**config.mk**
```make
export PLATFORM = sky130hd
export DESIGN_NAME = sd_abort_responder
export DESIGN_NICKNAME = d
export VERILOG_FILES = /design/src/rtl/sd_abort_responder.sv
export SDC_FILE = /design/constraint.sdc
export NUM_CORES = 1
export LEC_CHECK = 0
export CORE_MARGIN = 2
export CORE_UTILIZATION = 28
export CTS_CLUSTER_DIAMETER = 150
export DETAILED_ROUTE_END_ITERATION = 10
export PLACE_DENSITY = 0.48
export SLEW_MARGIN = 20
export SYNTH_ARGS = -nofsm -noshare
export SYNTH_HDL_FRONTEND = slang
export SYNTH_SLANG_ARGS = --single-unit
```
**constraint.sdc**
```tcl
create_clock -name clock -period 5.3 [get_ports clock]
set_clock_uncertainty 0.05 [all_clocks]
set_input_delay 1.06 -clock clock [delete_from_list [all_inputs] [get_ports clock]]
set_output_delay 1.06 -clock clock [all_outputs]
set_load 0.01 [all_outputs]
```
**src/rtl/sd_abort_responder.sv**
```systemverilog
// rtl/sd_abort_responder.sv - SD card-side CMD12 (STOP_TRANSMISSION) responder with R1b busy on DAT0
module sd_abort_responder #(
  parameter int NCR         = 2,
  parameter int BUSY_CYCLES = 16
) (
  input  logic        clock,
  input  logic        reset,
  input  logic        cmd_in,
  input  logic [31:0] card_status,
  output logic        cmd_out,
  output logic        cmd_oe,
  output logic        dat0_out,
  output logic        dat0_oe,
  output logic        abort_det,
  output logic        crc_err,
  output logic        busy
);

  typedef enum logic [2:0] {
    S_IDLE,
    S_RX,
    S_CHECK,
    S_WAIT,
    S_TX,
    S_BUSY,
    S_RELEASE
  } state_e;

  // x^7 + x^3 + 1, taps below the x^7 term
  localparam logic [6:0] CRC_POLY  = 7'h09;
  localparam logic [5:0] CMD_STOP  = 6'd12;
  // WAIT lasts NCR-1 cycles; the registered output stage supplies the last one
  localparam logic [6:0] WAIT_LAST = 7'(NCR - 2);
  localparam int         BW        = (BUSY_CYCLES > 1) ? $clog2(BUSY_CYCLES) : 1;
  localparam logic [BW-1:0] BUSY_LAST = BW'((BUSY_CYCLES > 0) ? BUSY_CYCLES - 1 : 0);

  state_e        state_q, state_d;
  logic [6:0]    cnt_q, cnt_d;
  logic [BW-1:0] busy_cnt_q, busy_cnt_d;
  logic [6:0]    hdr_q, hdr_d;
  logic [7:0]    tail_q, tail_d;
  logic [6:0]    crc_q, crc_d;
  logic [39:0]   tx_sr_q, tx_sr_d;

  logic cmd_out_q, cmd_out_d;
  logic cmd_oe_q, cmd_oe_d;
  logic dat0_out_q, dat0_out_d;
  logic dat0_oe_q, dat0_oe_d;
  logic abort_det_q, abort_det_d;
  logic crc_err_q, crc_err_d;
  logic busy_q, busy_d;
  logic frame_ok;

  // One serial CRC7 step, MSB-first data
  function automatic logic [6:0] crc7_step(input logic [6:0] c, input logic b);
    return {c[5:0], 1'b0} ^ ({7{c[6] ^ b}} & CRC_POLY);
  endfunction

  // State, datapath and registered outputs; reset forces every output to its idle value
  always_ff @(posedge clock) begin
    if (reset) begin
      state_q     <= S_IDLE;
      cnt_q       <= '0;
      busy_cnt_q  <= '0;
      hdr_q       <= '0;
      tail_q      <= '0;
      crc_q       <= '0;
      tx_sr_q     <= '0;
      cmd_out_q   <= 1'b1;
      cmd_oe_q    <= 1'b0;
      dat0_out_q  <= 1'b1;
      dat0_oe_q   <= 1'b0;
      abort_det_q <= 1'b0;
      crc_err_q   <= 1'b0;
      busy_q      <= 1'b0;
    end else begin
      state_q     <= state_d;
      cnt_q       <= cnt_d;
      busy_cnt_q  <= busy_cnt_d;
      hdr_q       <= hdr_d;
      tail_q      <= tail_d;
      crc_q       <= crc_d;
      tx_sr_q     <= tx_sr_d;
      cmd_out_q   <= cmd_out_d;
      cmd_oe_q    <= cmd_oe_d;
      dat0_out_q  <= dat0_out_d;
      dat0_oe_q   <= dat0_oe_d;
      abort_det_q <= abort_det_d;
      crc_err_q   <= crc_err_d;
      busy_q      <= busy_d;
    end
  end

  // Next state plus the output values that appear one edge after the current state
  always_comb begin
    state_d     = state_q;
    cnt_d       = cnt_q;
    busy_cnt_d  = busy_cnt_q;
    hdr_d       = hdr_q;
    tail_d      = tail_q;
    crc_d       = crc_q;
    tx_sr_d     = tx_sr_q;
    cmd_out_d   = 1'b1;
    cmd_oe_d    = 1'b0;
    dat0_out_d  = 1'b1;
    dat0_oe_d   = 1'b0;
    abort_det_d = 1'b0;
    crc_err_d   = 1'b0;
    busy_d      = 1'b0;
    frame_ok    = 1'b0;

    unique case (state_q)
      S_IDLE: begin
        // busy_q is still high for the one cycle after RELEASE; keep the
        // hunter off until busy has visibly dropped
        if (!busy_q && !cmd_in) begin
          state_d = S_RX;
          cnt_d   = 7'd1;
          crc_d   = '0;
        end
      end

      S_RX: begin
        // Only dir+index and the crc/end byte are needed; the argument is
        // consumed by the CRC and otherwise discarded
        tail_d = {tail_q[6:0], cmd_in};
        if (cnt_q <= 7'd7) begin
          hdr_d = {hdr_q[5:0], cmd_in};
        end
        // Start bit is 0 with a zero seed, so it never changes the CRC
        if (cnt_q <= 7'd39) begin
          crc_d = crc7_step(crc_q, cmd_in);
        end
        if (cnt_q == 7'd47) begin
          state_d = S_CHECK;
        end else begin
          cnt_d = cnt_q + 7'd1;
        end
      end

      S_CHECK: begin
        frame_ok = hdr_q[6] && (tail_q[7:1] == crc_q) && tail_q[0];
        if (!frame_ok) begin
          crc_err_d = 1'b1;
          state_d   = S_IDLE;
        end else if (hdr_q[5:0] == CMD_STOP) begin
          abort_det_d = 1'b1;
          busy_d      = 1'b1;
          tx_sr_d     = {2'b00, CMD_STOP, card_status};
          cnt_d       = '0;
          state_d     = S_WAIT;
        end else begin
          state_d = S_IDLE;
        end
      end

      S_WAIT: begin
        busy_d = 1'b1;
        if (cnt_q == WAIT_LAST) begin
          state_d = S_TX;
          cnt_d   = '0;
          crc_d   = '0;
        end else begin
          cnt_d = cnt_q + 7'd1;
        end
      end

      S_TX: begin
        busy_d   = 1'b1;
        cmd_oe_d = 1'b1;
        if (cnt_q < 7'd40) begin
          cmd_out_d = tx_sr_q[39];
          tx_sr_d   = {tx_sr_q[38:0], 1'b0};
          crc_d     = crc7_step(crc_q, tx_sr_q[39]);
        end else if (cnt_q < 7'd47) begin
          cmd_out_d = crc_q[6];
          crc_d     = {crc_q[5:0], 1'b0};
        end else begin
          cmd_out_d = 1'b1;
        end
        if (cnt_q == 7'd47) begin
          busy_cnt_d = '0;
          state_d    = (BUSY_CYCLES > 0) ? S_BUSY : S_IDLE;
        end else begin
          cnt_d = cnt_q + 7'd1;
        end
      end

      S_BUSY: begin
        busy_d     = 1'b1;
        dat0_oe_d  = 1'b1;
        dat0_out_d = 1'b0;
        if (busy_cnt_q == BUSY_LAST) begin
          state_d = S_RELEASE;
        end else begin
          busy_cnt_d = busy_cnt_q + BW'(1);
        end
      end

      S_RELEASE: begin
        // Actively drive DAT0 high for one cycle before letting go
        busy_d     = 1'b1;
        dat0_oe_d  = 1'b1;
        dat0_out_d = 1'b1;
        state_d    = S_IDLE;
      end

      default: begin
        state_d = S_IDLE;
      end
    endcase
  end

  assign cmd_out   = cmd_out_q;
  assign cmd_oe    = cmd_oe_q;
  assign dat0_out  = dat0_out_q;
  assign dat0_oe   = dat0_oe_q;
  assign abort_det = abort_det_q;
  assign crc_err   = crc_err_q;
  assign busy      = busy_q;

endmodule
```
---- Yosys cells after proc, flatten, opt, wreduce, memory -nomap -nowiden ----
Cells that the tools add are included.
storage, ports and cells
  register bits after elaboration ......... 83
  bits of input ports ..................... 35
  output and inout bits ................... 7
  logic and storage cells ................. 106
operators by class
  add/subtract/negate cells ............... 2
  order comparisons ....................... 4
  equality and inequality tests ........... 22
  multiplexer cells ....................... 36
  bitwise gates (word level) .............. 6
  reductions and logical operators ........ 22
operators with widths
  kind                   count
  $mux W40               3
  $pmux W40 S2           1
  $mux W7                10
  $pmux W7 S4            2
  $ne A2 B2 Y1 const B   11
  $pmux W3 S6            1
  $mux W3                5
  $reduce_and A5 Y1      3
  $lt A7 B6 Y1 const B   2
  $xor A7 B4 Y7          2
  $eq A3 B3 Y1 const B   3
  $mux W1                8
  $mux W4                2
  $pmux W4 S2            1
  $reduce_bool A4 Y1     2
  $reduce_or A2 Y1       4
  $add A7 B1 Y7 const B  1
  $eq A7 B6 Y1 const B   1
  $eq A7 B7 Y1           1
  $le A7 B3 Y1 const B   1
  $le A7 B6 Y1 const B   1
  $logic_not A7 Y1       1
  $eq A3 B2 Y1 const B   2
  $eq A6 B4 Y1 const B   1
  16 further kinds       23

---- Logic depth before layout (Yosys ltp) ----
Gate-level depths: netlist (run 1).
  word-level depth ........................ 5
  depth in mapped cells ................... 8
  gate-level depth less buffers ........... 7

---- Worst setup path after synthesis (run 1) ----
OpenSTA, ideal clock, no wires.
  path type ............................... input -> register
  from .................................... input cmd_in
  to ...................................... register crc_q[1]
  library setup time ...................... 0.116 ns
  arrival time ............................ 2.207 ns
  required time ........................... 5.134 ns
  slack ................................... 2.927 ns
  stages on the path ...................... 5
  path buffers ............................ 0
  cells stage by stage .................... or4_4 -> o41a_1 -> o2bb2ai_4 -> nand2_2 -> a31o_1
between the ends
  word-level cells in the longest chain between the ends .. 4
ends and longest elaborated chain
  what                                RTL line  text
  from (decl)                         8         input logic cmd_in,
  $logic_not A1 Y1                    116       if (!busy_q && !cmd_in) begin
  $logic_and A1 B1 Y1                 116
  $ne A2 B2 Y1 (no source line)       --
  $reduce_and A5 Y1 (no source line)  --
  to (signal assigned)                82        crc_q <= crc_d;
  to (decl)                           42        logic [6:0] crc_q, crc_d;
No other way between the ends.
A chain may end at the register's enable or synchronous reset.

---- Worst setup path after layout (run 1) ----
  from .................................... register state_q[2]
  to ...................................... register tx_sr_q[35]
between the ends
  word-level cells in the longest chain between the ends .. 3
  elaborated cells between the ends (all ways) .. 8
  those cells by class .................... 5 x eq/ne; 1 x mux; 2 x reduce/logical
ends and longest elaborated chain
  what                                                                 RTL line  text
  from (decl)                                                          37        state_e state_q, state_d;
  from (signal assigned)                                               77        state_q <= state_d;
  $eq A3 B3 Y1 or $eq A3 B2 Y1 (tied branches)                         112       unique case (state_q)
  $ne A2 B2 Y1 (no source line) or $reduce_bool A2 Y1 (tied branches)  --
  $reduce_and A4 Y1 (no source line)                                   --
  to (signal assigned)                                                 83        tx_sr_q <= tx_sr_d;
  to (decl)                                                            43        logic [39:0] tx_sr_q, tx_sr_d;
Several ways; a longest one is shown, not always the timed one.

==> impl_results.md, run 1 <==
- Status: finished clean
- Die W: 127.8 um
- Clk_lat worst skew: 340 ps
- Die height: 127.8 um
- Ranking of synthesized cells by area: dfxtp_1 (39%), a311oi_2 (11%), nand2_1 (8.1%)
- Gates resized, CTS repair: 0
- Sequential area share after synthesis: 38.74%
- Post-synth top cells: nand2_1 (93), dfxtp_1 (83), nor3_1 (39)
- CTS max path bufs: 2
- Clk network pwr share: 43.6%
- Final hold vios: 0
- PwrDens: 322.8 mW/mm^2
- Non-Filler Instances: 705
- Total power: 0.001651 W
- Die Footprint: 0.01632 sq mm
- Register bit total from synthesis: 83
- Worst Setup End Kind: register
- CTS tree: done
- Capture point of the worst path: tx_sr_q[35]
- Post-synthesis cell count: 495
- Core ar.: 0.01509 sq mm
- Post-layout min period: 3191 ps
- Final period util: 60.22%
- RSZ-0062 raised after global routing: false
- Initial Util: 28.42%
- Post-CTS Hold Fix Bufs: 0
- R2R cell count: 7
- Standard-cell rows: 45
- CTS buffer count: 9
- P_int: 0.001230 W
- Main synth FF type: dfxtp_1
- Syn Nets: 533
- Post-synth EDFFs: 0
- Origin of the critical flop-to-flop path: state_q[2]
- Final RePlAce weighted congestion: 0.8153
- I/O Buffers: 41
- CTS root buffer: clkbuf_16
- Place WS: 2095 ps
- Slew HR: 48.27%
- Clock slew at reported path FFs: 60 ps
- Post-CTS setup buffers: 0
- Fin nets: 551
- Sw frac: 25.47%
- H-tree level count: 3
- Drt pass-1 iters: 5
- Worst path arrival time: 3420 ps
- Global-route wire length before repair: 18,350 um
- Largest net degree at the start of global routing: 41
- Cell total after placement: 690
- Comb pwr share: 15.2%
- Synth Cell Area: 0.004289 sq mm
- PnR worst setup slack: 2109 ps
- Vias: 3,676
- Design Area, Final: 0.005114 sq mm
- Routed Antenna Nets: 0
- Vias per inst: 5.214
- CP Max Fanout: 35
- Worst R2R Setup Slack: 2110 ps
- Leak: 1.783 nW
- Worst Setup SP: state_q[2]
- Area Overhead vs Synth: 19.22%
- DRT iter0 DRCs: 291
- Crit start category: register
- Filler instances: 1,570
- Routed WL: 10,800 um
- Worst VDD drop: 0.0001539 V
- Worst Hold Class: reg -> reg
- Number of global-route vias before repair: 3,629
- Least-Margin Pin Slew: 774.9 ps
- Reg power frac: 41.2%
- Leading area contributor after synthesis: dfxtp_1
- Crit Path Class: reg -> reg
- Critical Path RT: 5530 ps
- FMAX: 0.3133 GHz
- R2r endpoint: tx_sr_q[35]
- Async SR Flop Fraction: 0%
- Slew Viols, Final: 0
- Reg area: 0.001662 sq mm
- I/O pin count: 42
- Syn. warnings: 0
- Inserted Diodes: 0
- Residual DRC: 0
- Placed Instance Area: 0.004772 sq mm
- Max-cap violation count: 0
- Yosys top cell area share: 38.74%
- Layout cells sized above 1: 12.57%
- HPWL Detailed: 6893 um
- Count of final setup violators: 0
- Clock sink total: 83
- Post-synthesis cell type count: 67
- Grt ovf: 0
- Final setup TNS: 0 ps
- Initial antenna violation count: 0
- Synthesized area per cell: 8.665 sq um
- Gr usage total: 13.79%
- Most numerous cell in the Yosys netlist: nand2_1
- DR WL/cell: 15.32 um
- Multi-input logic area: 0.002369 sq mm
- Net Sw Power: 0.0004205 W
[area by class of cell]
| class | instances | area share (%) |
|---|---|---|
| multi-input combinational | 359 | 46.32 |
| sequential | 83 | 32.49 |
| clock buffer | 11 | 4.747 |
| tap | 188 | 4.600 |
| inverter | 11 | 0.8074 |
| clock inverter | 4 | 1.933 |
| timing repair buffer | 49 | 9.102 |
[worst min path at each step]
stage | startpoint | end | slack (ps) | cells after the start
final | tail_q[7] | tail_q[7] | 410 | 2
after global routing | tx_sr_q[0] | tx_sr_q[0] | 440 | 2
after CTS | tx_sr_q[0] | tx_sr_q[0] | 420 | 2
after detailed placement | tx_sr_q[0] | tx_sr_q[0] | 410 | 2
after global placement | tail_q[7] | tail_q[7] | 410 | 2
after floorplan | tx_sr_q[0] | tx_sr_q[0] | 390 | 2
[worst max-delay path, stage by stage (launching register included)]
cell and delay [ps]:
dfxtp_1 820, nand2b_1 260, nor2_2 130, buf_4 360, nand2_1 330, nand2_1 450
buf_4 450, o221a_1 260
[sequential cells by signal, indices dropped and copies added (netlist names)]
| register | flops |
|---|---|
| tail_q | 8 |
| dat0_out | 1 |
| state_q | 3 |
| hdr_q | 7 |
| busy | 1 |
| dat0_oe | 1 |
| cmd_out | 1 |
| crc_err | 1 |
| abort_det | 1 |
| crc_q | 7 |
| cmd_oe | 1 |
| busy_cnt_q | 4 |
| cnt_q | 7 |
| tx_sr_q | 40 |
[placed cells by master (no fill, tap or decap), types with 6 or more instances in the layout]
master,netlist,routed
xor2_1,9,9
nand2b_1,6,6
clkdlybuf4s50_1,0,40
a21oi_1,24,24
and2_1,7,7
mux2i_1,8,8
o21ai_0,8,8
nor3_1,39,39
dfxtp_1,83,83
a311oi_2,31,31
inv_1,11,11
buf_4,3,8
nand2_1,93,93
nand3_1,11,11
nor2_1,29,28
clkbuf_16,0,9
a31oi_1,10,10
[through the flow]
| step | util (%) | hold slack, ps |
|---|---|---|
| 5_1_grt | 33.89 | 443.1 |
| 3_3_place_gp | 31.63 | 409.1 |
| 4_1_cts | 33.89 | 418.1 |
| 3_5_place_dp | 31.63 | 409.0 |
| 2_1_floorplan | - | 393.8 |
| 6_report | 33.89 | 414.8 |
[power by group through the flow]
stage          combinational [W]  clock (W)  sequential [W]
2_1_floorplan           0.000198          0        0.000676
3_3_place_gp            0.000248          0        0.000693
3_5_place_dp            0.000250          0        0.000693
4_1_cts                 0.000252   0.000742        0.000679
5_1_grt                 0.000278   0.000772        0.000684
6_report                0.000251   0.000720        0.000680
[metal layers]
layer  GRT usage (%)  wire [um]  vias up
met3           3.339        487       10
li1                -          -     1833
met1           18.66       5415     1751
met5               0          0        -
met2           21.93       4768       82
met4           3.878        131        0
[cells by family (layout without fill, tap and decap cells)]
family	count (synthesis)	after routing	share of synthesized area (%)
AND/OR/NAND/NOR	220	220	25.26
AO/OA/AOI/OAI	118	118	25.12
flip-flops	83	83	38.74
buffers and inverters	53	75	6.097
XOR/XNOR	10	10	2.042
multiplexers	8	8	1.867
adder cells (fa/ha/maj)	3	3	0.8752
(Power assumes the default switching activity.)
==> inputs of run 2 (changes only) <==
==> constraint.sdc (replaced) <==
create_clock -name clock -period 3.23 [get_ports clock]
set_clock_uncertainty 0.05 [all_clocks]
set_input_delay 0.646 -clock clock [delete_from_list [all_inputs] [get_ports clock]]
set_output_delay 0.646 -clock clock [all_outputs]
set_load 0.01 [all_outputs]
==> impl_results.md, run 2 (synthesized netlist as in run 1, its figures left out) <==
- Hold endpoint: tx_sr_q[0]
- Most frequent cells in the layout: nand2_1 (93), dfxtp_1 (83), clkdlybuf4s50_1 (40), nor3_1 (39), a311oi_2 (31)
- Bufs and invs on worst path: 1
- Routed Antenna Nets: 0
- Largest net degree at the start of global routing: 48
- RSZ-0062 raised after global routing: false
- Die height: 127.8 um
- Crit Path Class: reg -> reg
- Post-CTS setup buffers: 0
- Clk_lat worst skew: 340 ps
- PnR worst setup slack: 743.6 ps
- Critical-path top delay cell: dfxtp_1
- Crit start category: register
- Slew HR: 53.70%
- Leak: 1.789 nW
- Die Footprint: 0.01632 sq mm
- Layout cells sized above 1: 13.08%
- Initial Util: 28.42%
- Worst Setup End Kind: register
- Drt pass-1 iters: 4
- CP Max Fanout: 38
- Vias: 3,737
- Place WS: 542.0 ps
- I/O Buffers: 41
- Max-cap violation count: 0
- CTS buffer count: 9
- Standard-cell rows: 45
- Hold path depth: 2
- Largest reg by FF count: tx_sr_q
- Final hold vios: 0
- CTS max path bufs: 2
- Vias per inst: 5.278
- Gr usage total: 14.23%
- Final setup TNS: 0 ps
- Clock slew at reported path FFs: 60 ps
- HPWL Detailed: 7213 um
- CTS root buffer: clkbuf_16
- PwrDens: 513.5 mW/mm^2
- Gates resized, CTS repair: 0
- Crit path depth: 5
- Clock sink total: 83
- R2r endpoint: cnt_q[3]
- Worst path top cell family by delay: compound AO/OA/AOI/OAI gates
- HP Start: tx_sr_q[0]
- FMAX: 0.4022 GHz
- Inserted Diodes: 0
- Status: finished clean
- Worst R2R Setup Slack: 740 ps
- Slowest stage delay, CP: 700 ps
- Post-CTS Hold Fix Bufs: 0
- Post-layout min period: 2486 ps
- Core ar.: 0.01509 sq mm
- Top flop regs: tx_sr_q x40, tail_q x8
- Critical Path RT: 3450 ps
- Filler instances: 1,584
- DR WL/cell: 15.88 um
- DRT iter0 DRCs: 256
- Max FFs per register: 40
- I/O pin count: 42
- Final RePlAce weighted congestion: 0.8064
- CTS tree: done
- CP cell instances: or3b_1, buf_4, a21oi_1, a22oi_1, o22ai_1
- Area Overhead vs Synth: 19.40%
- Routed WL: 11,240 um
- Slew Viols, Final: 0
- Fin nets: 555
- Origin of the critical flop-to-flop path: state_q[2]
- Grt ovf: 0
- Final period util: 76.98%
- Number of global-route vias before repair: 3,758
- Count of final setup violators: 0
- Global-route wire length before repair: 18,800 um
- Total power: 0.002629 W
- H-tree level count: 3
- Least-Margin Pin Slew: 694.5 ps
- Most common cell after layout, fill and taps aside: nand2_1
- Worst VDD drop: 0.0003068 V
- Residual DRC: 0
- Initial antenna violation count: 0
- Die W: 127.8 um
- Worst Hold Class: reg -> reg
- Worst path arrival time: 2700 ps
- R2R cell count: 5
[run 2: layer usage]
| metal | up-vias | wire [um] | GRT usage, % |
|---|---|---|---|
| met3 | 11 | 543 | 3.548 |
| met2 | 84 | 4998 | 22.33 |
| met4 | 0 | 164 | 4.396 |
| met1 | 1799 | 5534 | 19.27 |
| met5 | - | 0 | 0 |
| li1 | 1843 | - | - |
[run 2: final cells by class]
cell class                 count  area (sq um)  share of cell area (%)
timing repair buffer          53         508.0                   9.919
tap                          188         235.2                   4.593
multi-input combinational    359          2369                   46.25
sequential                    83          1662                   32.45
clock buffer                  10         229.0                   4.471
clock inverter                 4         77.57                   1.515
inverter                      11         41.29                  0.8063
[run 2: worst max path at each step]
| stage | startpoint | end |
|---|---|---|
| after floorplan | cnt_q[0] | crc_q[1] |
| after global placement | cmd_in | crc_q[2] |
| after detailed placement | cmd_in | crc_q[1] |
| after CTS | state_q[2] | cnt_q[4] |
| after global routing | state_q[2] | cnt_q[3] |
| final | state_q[2] | cnt_q[3] |
[run 2: tightest hold or removal path, stage by stage (launching register included)]
cell	delay [ps]
dfxtp_1	310
nand3_1	60
a21oi_1	50
[run 2: power breakdown]
part           internal, W  switching (W)
combinational     0.000190       0.000248
clock             0.000671       0.000419
sequential         0.00106      0.0000377
[run 2: metrics by stage]
stage / hold slack [ps] / instances / area [sq um] / utilization (%)
after floorplan: 393.8 / 495 / 4289 / -
after global placement: 410.4 / 694 / 4815 / 31.91
after detailed placement: 410.3 / 694 / 4815 / 31.91
after CTS: 420.2 / 708 / 5121 / 33.94
after global routing: 445.8 / 708 / 5121 / 33.94
final: 420.3 / 708 / 5121 / 33.94
